===== config.mk =====
export PLATFORM = sky130hd
export DESIGN_NAME = alu_pipe_seg
export DESIGN_NICKNAME = d
export VERILOG_FILES = /design/src/rtl/alu_pipe_pkg.sv /design/src/rtl/alu_core.sv /design/src/rtl/alu_pipe_seg.sv
export SDC_FILE = /design/constraint.sdc
export NUM_CORES = 1
export LEC_CHECK = 0
export CORE_UTILIZATION = 35
export DETAILED_ROUTE_END_ITERATION = 16
export MAX_ROUTING_LAYER = met4
export SKIP_CTS_REPAIR_TIMING = 1
export SLEW_MARGIN = 10
export SYNTH_ARGS = -nofsm -noshare
export SYNTH_HDL_FRONTEND = slang
export SYNTH_SLANG_ARGS = --single-unit

===== constraint.sdc =====
create_clock -name clk -period 8.9 [get_ports clk]
set_input_delay 0.89 -clock clk [delete_from_list [all_inputs] [get_ports clk]]
set_output_delay 0.89 -clock clk [all_outputs]
set_load 0.02 [all_outputs]

===== src/rtl/alu_pipe_pkg.sv =====
// Shared definitions for the pipelined ALU: op codes, flag bit positions and
// the active-low hex glyph table used by the optional result display.
package alu_pipe_pkg;

  typedef enum logic [3:0] {
    ALU_ADD = 4'd0,
    ALU_SUB = 4'd1,
    ALU_MUL = 4'd2,
    ALU_DIV = 4'd3,
    ALU_MOD = 4'd4,
    ALU_AND = 4'd5,
    ALU_OR  = 4'd6,
    ALU_XOR = 4'd7,
    ALU_SHL = 4'd8,
    ALU_SHR = 4'd9
  } alu_op_e;

  localparam int FLAG_N = 3;
  localparam int FLAG_Z = 2;
  localparam int FLAG_C = 1;
  localparam int FLAG_V = 0;

  localparam logic [6:0] SEG_BLANK = 7'h7F;

  // Glyphs are {g,f,e,d,c,b,a}, active-low; entry 0 is the rightmost element.
  localparam logic [15:0][6:0] SEG_GLYPHS = {
    7'h0E, 7'h06, 7'h21, 7'h46, 7'h03, 7'h08, 7'h10, 7'h00,
    7'h78, 7'h02, 7'h12, 7'h19, 7'h30, 7'h24, 7'h79, 7'h40
  };

  function automatic logic [6:0] hex_to_seg(input logic [3:0] nib);
    return SEG_GLYPHS[nib];
  endfunction

endpackage


===== src/rtl/alu_core.sv =====
// Combinational N-bit ALU: result plus {N,Z,C,V} flags for one op code.
module alu_core
  import alu_pipe_pkg::*;
#(
  parameter int N = 4
) (
  input  logic [N-1:0] a,
  input  logic [N-1:0] b,
  input  logic [3:0]   op,
  output logic [N-1:0] result,
  output logic [3:0]   flags
);

  localparam int SW = (N > 1) ? $clog2(N) : 1;

  alu_op_e       op_e;
  logic [SW-1:0] sh;
  logic [N:0]    sum;
  logic [N-1:0]  diff;
  logic [2*N-1:0] prod;
  logic [N:0]    shl_w;
  logic [N:0]    shr_w;
  logic [N-1:0]  r;
  logic          c;
  logic          v;

  assign op_e  = alu_op_e'(op);
  assign sh    = b[SW-1:0];
  assign sum   = {1'b0, a} + {1'b0, b};
  assign diff  = a - b;
  assign prod  = {{N{1'b0}}, a} * {{N{1'b0}}, b};
  // One guard bit on the exit side captures the last bit shifted out.
  assign shl_w = {1'b0, a} << sh;
  assign shr_w = {a, 1'b0} >> sh;

  always_comb begin
    r = '0;
    c = 1'b0;
    v = 1'b0;
    case (op_e)
      ALU_ADD: begin
        r = sum[N-1:0];
        c = sum[N];
        v = (a[N-1] == b[N-1]) && (sum[N-1] != a[N-1]);
      end
      ALU_SUB: begin
        r = diff;
        c = (a < b);
        v = (a[N-1] != b[N-1]) && (diff[N-1] != a[N-1]);
      end
      ALU_MUL: begin
        r = prod[N-1:0];
        c = |prod[2*N-1:N];
      end
      ALU_DIV: begin
        if (b == '0) begin
          r = '1;
          v = 1'b1;
        end else begin
          r = a / b;
        end
      end
      ALU_MOD: begin
        if (b == '0) begin
          r = '1;
          v = 1'b1;
        end else begin
          r = a % b;
        end
      end
      ALU_AND: r = a & b;
      ALU_OR:  r = a | b;
      ALU_XOR: r = a ^ b;
      ALU_SHL: begin
        r = shl_w[N-1:0];
        c = shl_w[N];
      end
      ALU_SHR: begin
        r = shr_w[N:1];
        c = shr_w[0];
      end
      default: v = 1'b1;
    endcase
  end

  always_comb begin
    result         = r;
    flags          = '0;
    flags[FLAG_N]  = r[N-1];
    flags[FLAG_Z]  = (r == '0);
    flags[FLAG_C]  = c;
    flags[FLAG_V]  = v;
  end

endmodule


===== src/rtl/alu_pipe_seg.sv =====
// Elastic ALU pipeline with valid/ready handshake, op counter and hex display.
// Define ALU_SEG_DISPLAY_EN to build the 7-segment decoders; otherwise blank.
module alu_pipe_seg
  import alu_pipe_pkg::*;
#(
  parameter  int N     = 4,
  parameter  int DEPTH = 2,
  parameter  int CNT_W = 8,
  localparam int D     = (N + 3) / 4
) (
  input  logic             clk,
  input  logic             reset,
  input  logic             in_valid,
  output logic             in_ready,
  input  logic [N-1:0]     a_num,
  input  logic [N-1:0]     b_num,
  input  logic [3:0]       op,
  output logic             out_valid,
  input  logic             out_ready,
  output logic [N-1:0]     result,
  output logic [3:0]       flags,
  output logic [CNT_W-1:0] op_count,
  output logic [7*D-1:0]   seg_result
);

  logic             adv;
  logic [N-1:0]     a_q;
  logic [N-1:0]     b_q;
  logic [3:0]       op_q;
  logic [DEPTH-1:0] vld_q;
  logic [N-1:0]     res_q [1:DEPTH-1];
  logic [3:0]       flg_q [1:DEPTH-1];
  logic [N-1:0]     alu_res;
  logic [3:0]       alu_flg;

  alu_core #(.N(N)) u_alu_core (
    .a      (a_q),
    .b      (b_q),
    .op     (op_q),
    .result (alu_res),
    .flags  (alu_flg)
  );

  // One global enable: every stage moves together or the whole pipe freezes.
  assign adv       = !vld_q[DEPTH-1] || out_ready;
  assign in_ready  = adv;
  assign out_valid = vld_q[DEPTH-1];
  assign result    = res_q[DEPTH-1];
  assign flags     = flg_q[DEPTH-1];

  always_ff @(posedge clk or negedge reset) begin
    if (!reset) begin
      a_q      <= '0;
      b_q      <= '0;
      op_q     <= '0;
      vld_q    <= '0;
      op_count <= '0;
      for (int i = 1; i < DEPTH; i++) begin
        res_q[i] <= '0;
        flg_q[i] <= '0;
      end
    end else begin
      if (adv) begin
        vld_q <= {vld_q[DEPTH-2:0], in_valid};
        if (in_valid) begin
          a_q  <= a_num;
          b_q  <= b_num;
          op_q <= op;
        end
        res_q[1] <= alu_res;
        flg_q[1] <= alu_flg;
        for (int i = 2; i < DEPTH; i++) begin
          res_q[i] <= res_q[i-1];
          flg_q[i] <= flg_q[i-1];
        end
      end
      if (out_valid && out_ready) begin
        op_count <= op_count + CNT_W'(1);
      end
    end
  end

`ifdef ALU_SEG_DISPLAY_EN
  logic [4*D-1:0] res_ext;
  assign res_ext = (4*D)'(result);
  for (genvar d = 0; d < D; d++) begin : g_digit
    assign seg_result[7*d +: 7] = hex_to_seg(res_ext[4*d +: 4]);
  end
`else
  assign seg_result = {D{SEG_BLANK}};
`endif

endmodule


==> flow_summary.ini <==
[outcome]
outcome = complete, no violations

[run]
timing.max_cap.violations = 0

[worst_setup_path]
setup.worst_path.start = b_q[0]$_DFFE_PN0P_
worst_path_max_delay_cell = dfrtp_1
critical_path.max_fanout = 17
timing.rr.end = flags[2]$_DFFE_PN0N_
worst_path_most_repeated_cell = ha_1
setup.reg_to_reg.worst_slack_ns = 2.77
max_stage_delay_ns = 0.72
critical_path_class = register to register
worst-endpoint-arrival_ns = 6.34
path_cells = inv_1 > ha_1 > nor4b_1 > o22a_1 > ha_1 > o21a_1 > o211ai_1 > mux2_4 > ha_1 > o211ai_1 > a21oi_1 > mux2_2 > inv_1 > ha_1 > nand2b_1 > a31oi_1 > nor2_1 > mux2i_1 > or4b_2 > a211oi_1 > a32o_1
critPathTopFamily = compound AO/OA/AOI/OAI gates
reg2reg_from = b_q[0]$_DFFE_PN0P_
cp_num_buf_inv = 2
critical_path_required_ns = 9.11
reg2reg_depth = 21
critPathCaptureType = register
cp-start-kind = register
worstSetupPathDepth = 21

[placement]
post_dp_cell_area_mm2 = 0.00337
replace_congestion = 0.947
port_buffers = 33
place_hpwl_mm = 5.89

[yosys]
ys_seq_area_frac = 0.243
post-synth-top-count-cell = nor2_1
synth.top_cells.by_count = 46 x nor2_1, 39 x ha_1, 29 x dfrtp_1, 24 x inv_1, 23 x a21oi_1
share_of_flip_flops_with_an_asynchronous_set_or_reset_after_synthesis = 1.00
synth_seq_cells = 29
synth_area_leader_cell = dfrtp_1
area_fraction_of_the_dominant_cell_type_after_synthesis = 0.243
synth_flop_cell = dfrtp_1
syn_inst = 335
syn_area_per_cell_um2 = 8.92
yosysWarningCount = 0
yosysUniqueCellTypes = 52
yosys-top-cells-area = dfrtp_1 24%, ha_1 16%, nor2_1 5.8%, mux2_2 5.7%, fa_1 4.7%
synth_enable_flop_cells = 0
netlist_area_mm2 = 0.00299

[sta]
report.final.slew_viol_count = 0
slew_worst_pin_ns = 0.722
fin_skew_ns = 0.0101
post-route-period-util = 0.689
unrepaired_setup_endpoints_after_global_routing = no
timing.fmax_mhz = 163
setup_viol = 0
hold_viol_final = 0
final.setup.tns_ns = 0
slew-limit-headroom = 0.512
min_period_ns = 6.13

[routing]
drt_iter0_drcs = 163
dr_total_vias = 2531
remaining_drc_errors = 0
postRouteAntennaNets = 0
detail_route.wirelength_mm = 7.36
vias_per_cell = 5.39
dr.pass1.iters = 4
post_drt_wl_per_cell_um = 15.7

[worst_hold_path]
worstHoldPathType = register to register
hold_depth = 2
hold-path-endpoint = vld_q[1]$_DFFE_PN0N_
min-delay-start = vld_q[0]$_DFFE_PN0N_

[global_route]
antenna_found_initial = 0
grt_remaining_overflow = 0
grt_pass1_vias = 2518
first_pass_grt_wire_length_mm = 12.5
grt_max_degree = 30
grtUsageTotal = 0.187

[clocking]
clock_tree_from_tritoncts = done
htreeDepth = 2
insertion_delay_ns = 0.28
cts.sink_count = 29
worst_setup_hold_path_clk_slew_ns = 0.06
cts_inserted_buffers = 5
clk_root_buffer_cell = clkbuf_8
largest_buffer_count_on_any_clock_path = 2

[layout]
drive_above_1_share = 0.0959
fin_nets = 426
finish.utilization = 0.423
antenna_cells = 0
area_delta_synth_final_pct = 16.8
design_area_mm2 = 0.00349

[die]
die_area_mm2 = 0.00891
pin_count = 41
floorplan.die.height_um = 94.4
placeableCoreArea_mm2 = 0.00826
floorplan.initialDensity = 0.362
die_width_um = 94.4
fp-row-count = 33

[power_and_ir_drop]
total_leakage_power_nw = 1.57
design_power_total_uw = 900
cellPowerDensity_mw_per_mm2 = 258
power.ir.vdd_worst_uv = 139
## flip-flops by register name, indices dropped and copies added, names as in the netlist
register,flops
result,4
flags,3
b_q,4
op_count,8
op_q,4
a_q,4
vld_q,2
## per-stage QoR
step	worst slack (ns)	hold WS (ns)	instances
5_1_grt	2.31	0.490	470
3_5_place_dp	2.82	0.429	462
3_3_place_gp	3.11	0.424	462
4_1_cts	2.78	0.445	470
6_report	2.77	0.441	470
2_1_floorplan	3.53	0.411	341
## worst max-delay path by stage
stage | end | slack (ns)
3_3_place_gp | flags[2]$_DFFE_PN0N_ | 3.11
2_1_floorplan | flags[2]$_DFFE_PN0N_ | 3.53
6_report | flags[2]$_DFFE_PN0N_ | 2.77
4_1_cts | flags[2]$_DFFE_PN0N_ | 2.78
3_5_place_dp | flags[2]$_DFFE_PN0N_ | 2.82
5_1_grt | flags[2]$_DFFE_PN0N_ | 2.31
## cell usage in the layout (no fill, tap or decap), types with 2 or more instances in the layout
master and n:
nor2_1 46, ha_1 39, clkdlybuf4s50_1 33, dfrtp_1 29
inv_1 24, a21oi_1 23, mux2_2 15, nand2_1 13
o21ai_0 11, nand3_1 10, nor2b_1 9, xnor2_1 8
a21o_1 7, fa_1 7, conb_1 7, nor3_1 6
a31oi_1 6, clkbuf_8 6, xor2_1 5, nor3b_1 5
and2_1 4, mux2i_1 4, o211ai_1 3, nand3b_1 3
o311ai_0 3, mux4_2 3, a211oi_1 3, o21a_1 2
mux2_4 2, nand2b_1 2, nor4_1 2, a22o_1 2
a221oi_2 2, a221oi_1 2, buf_4 2
## power by group
| part | leakage [nW] | switching, mW | total [mW] | internal [mW] |
|---|---|---|---|---|
| combinational | 1.16 | 0.280 | 0.530 | 0.249 |
| clock | 0.0574 | 0.0484 | 0.139 | 0.0909 |
| sequential | 0.350 | 0.0621 | 0.231 | 0.169 |
| total | 1.57 | 0.391 | 0.900 | 0.509 |
## worst min-delay path: stages, from the launching register on
cell	delay (ns)
dfrtp_1	0.32
inv_1	0.04
nand2_1	0.05
## layer usage
| layer | vias up | track usage | part of all wire |
|---|---|---|---|
| met1 | 1219 | 0.246 | 0.47 |
| met2 | 70 | 0.278 | 0.45 |
| met5 | - | - | 0 |
| li1 | 1224 | - | - |
| met4 | 0 | 0.0769 | 0.035 |
| met3 | 18 | 0.0378 | 0.041 |
## kinds of logic (layout without fill, tap and decap cells)
group           count (synthesis)  in the layout  synth area share
compound gates                 72             72             0.159
other cells                     1              7           0.00126
flops                          29             29             0.243
buf+inv                        43             67            0.0695
simple gates                  107            107             0.176
fa+ha+maj                      46             46             0.210
mux                            24             24             0.103
xor+xnor                       13             13            0.0381
## area by class of cell
class                      instances  area [µm²]
clock buffer                       6        82.6
clock inverter                     2        37.5
fill                             834        4770
inverter                          24        90.1
multi-input combinational        269        2080
sequential                        29         726
tap                              105         131
timing repair buffer              35         345
(Power assumes the default switching activity.)
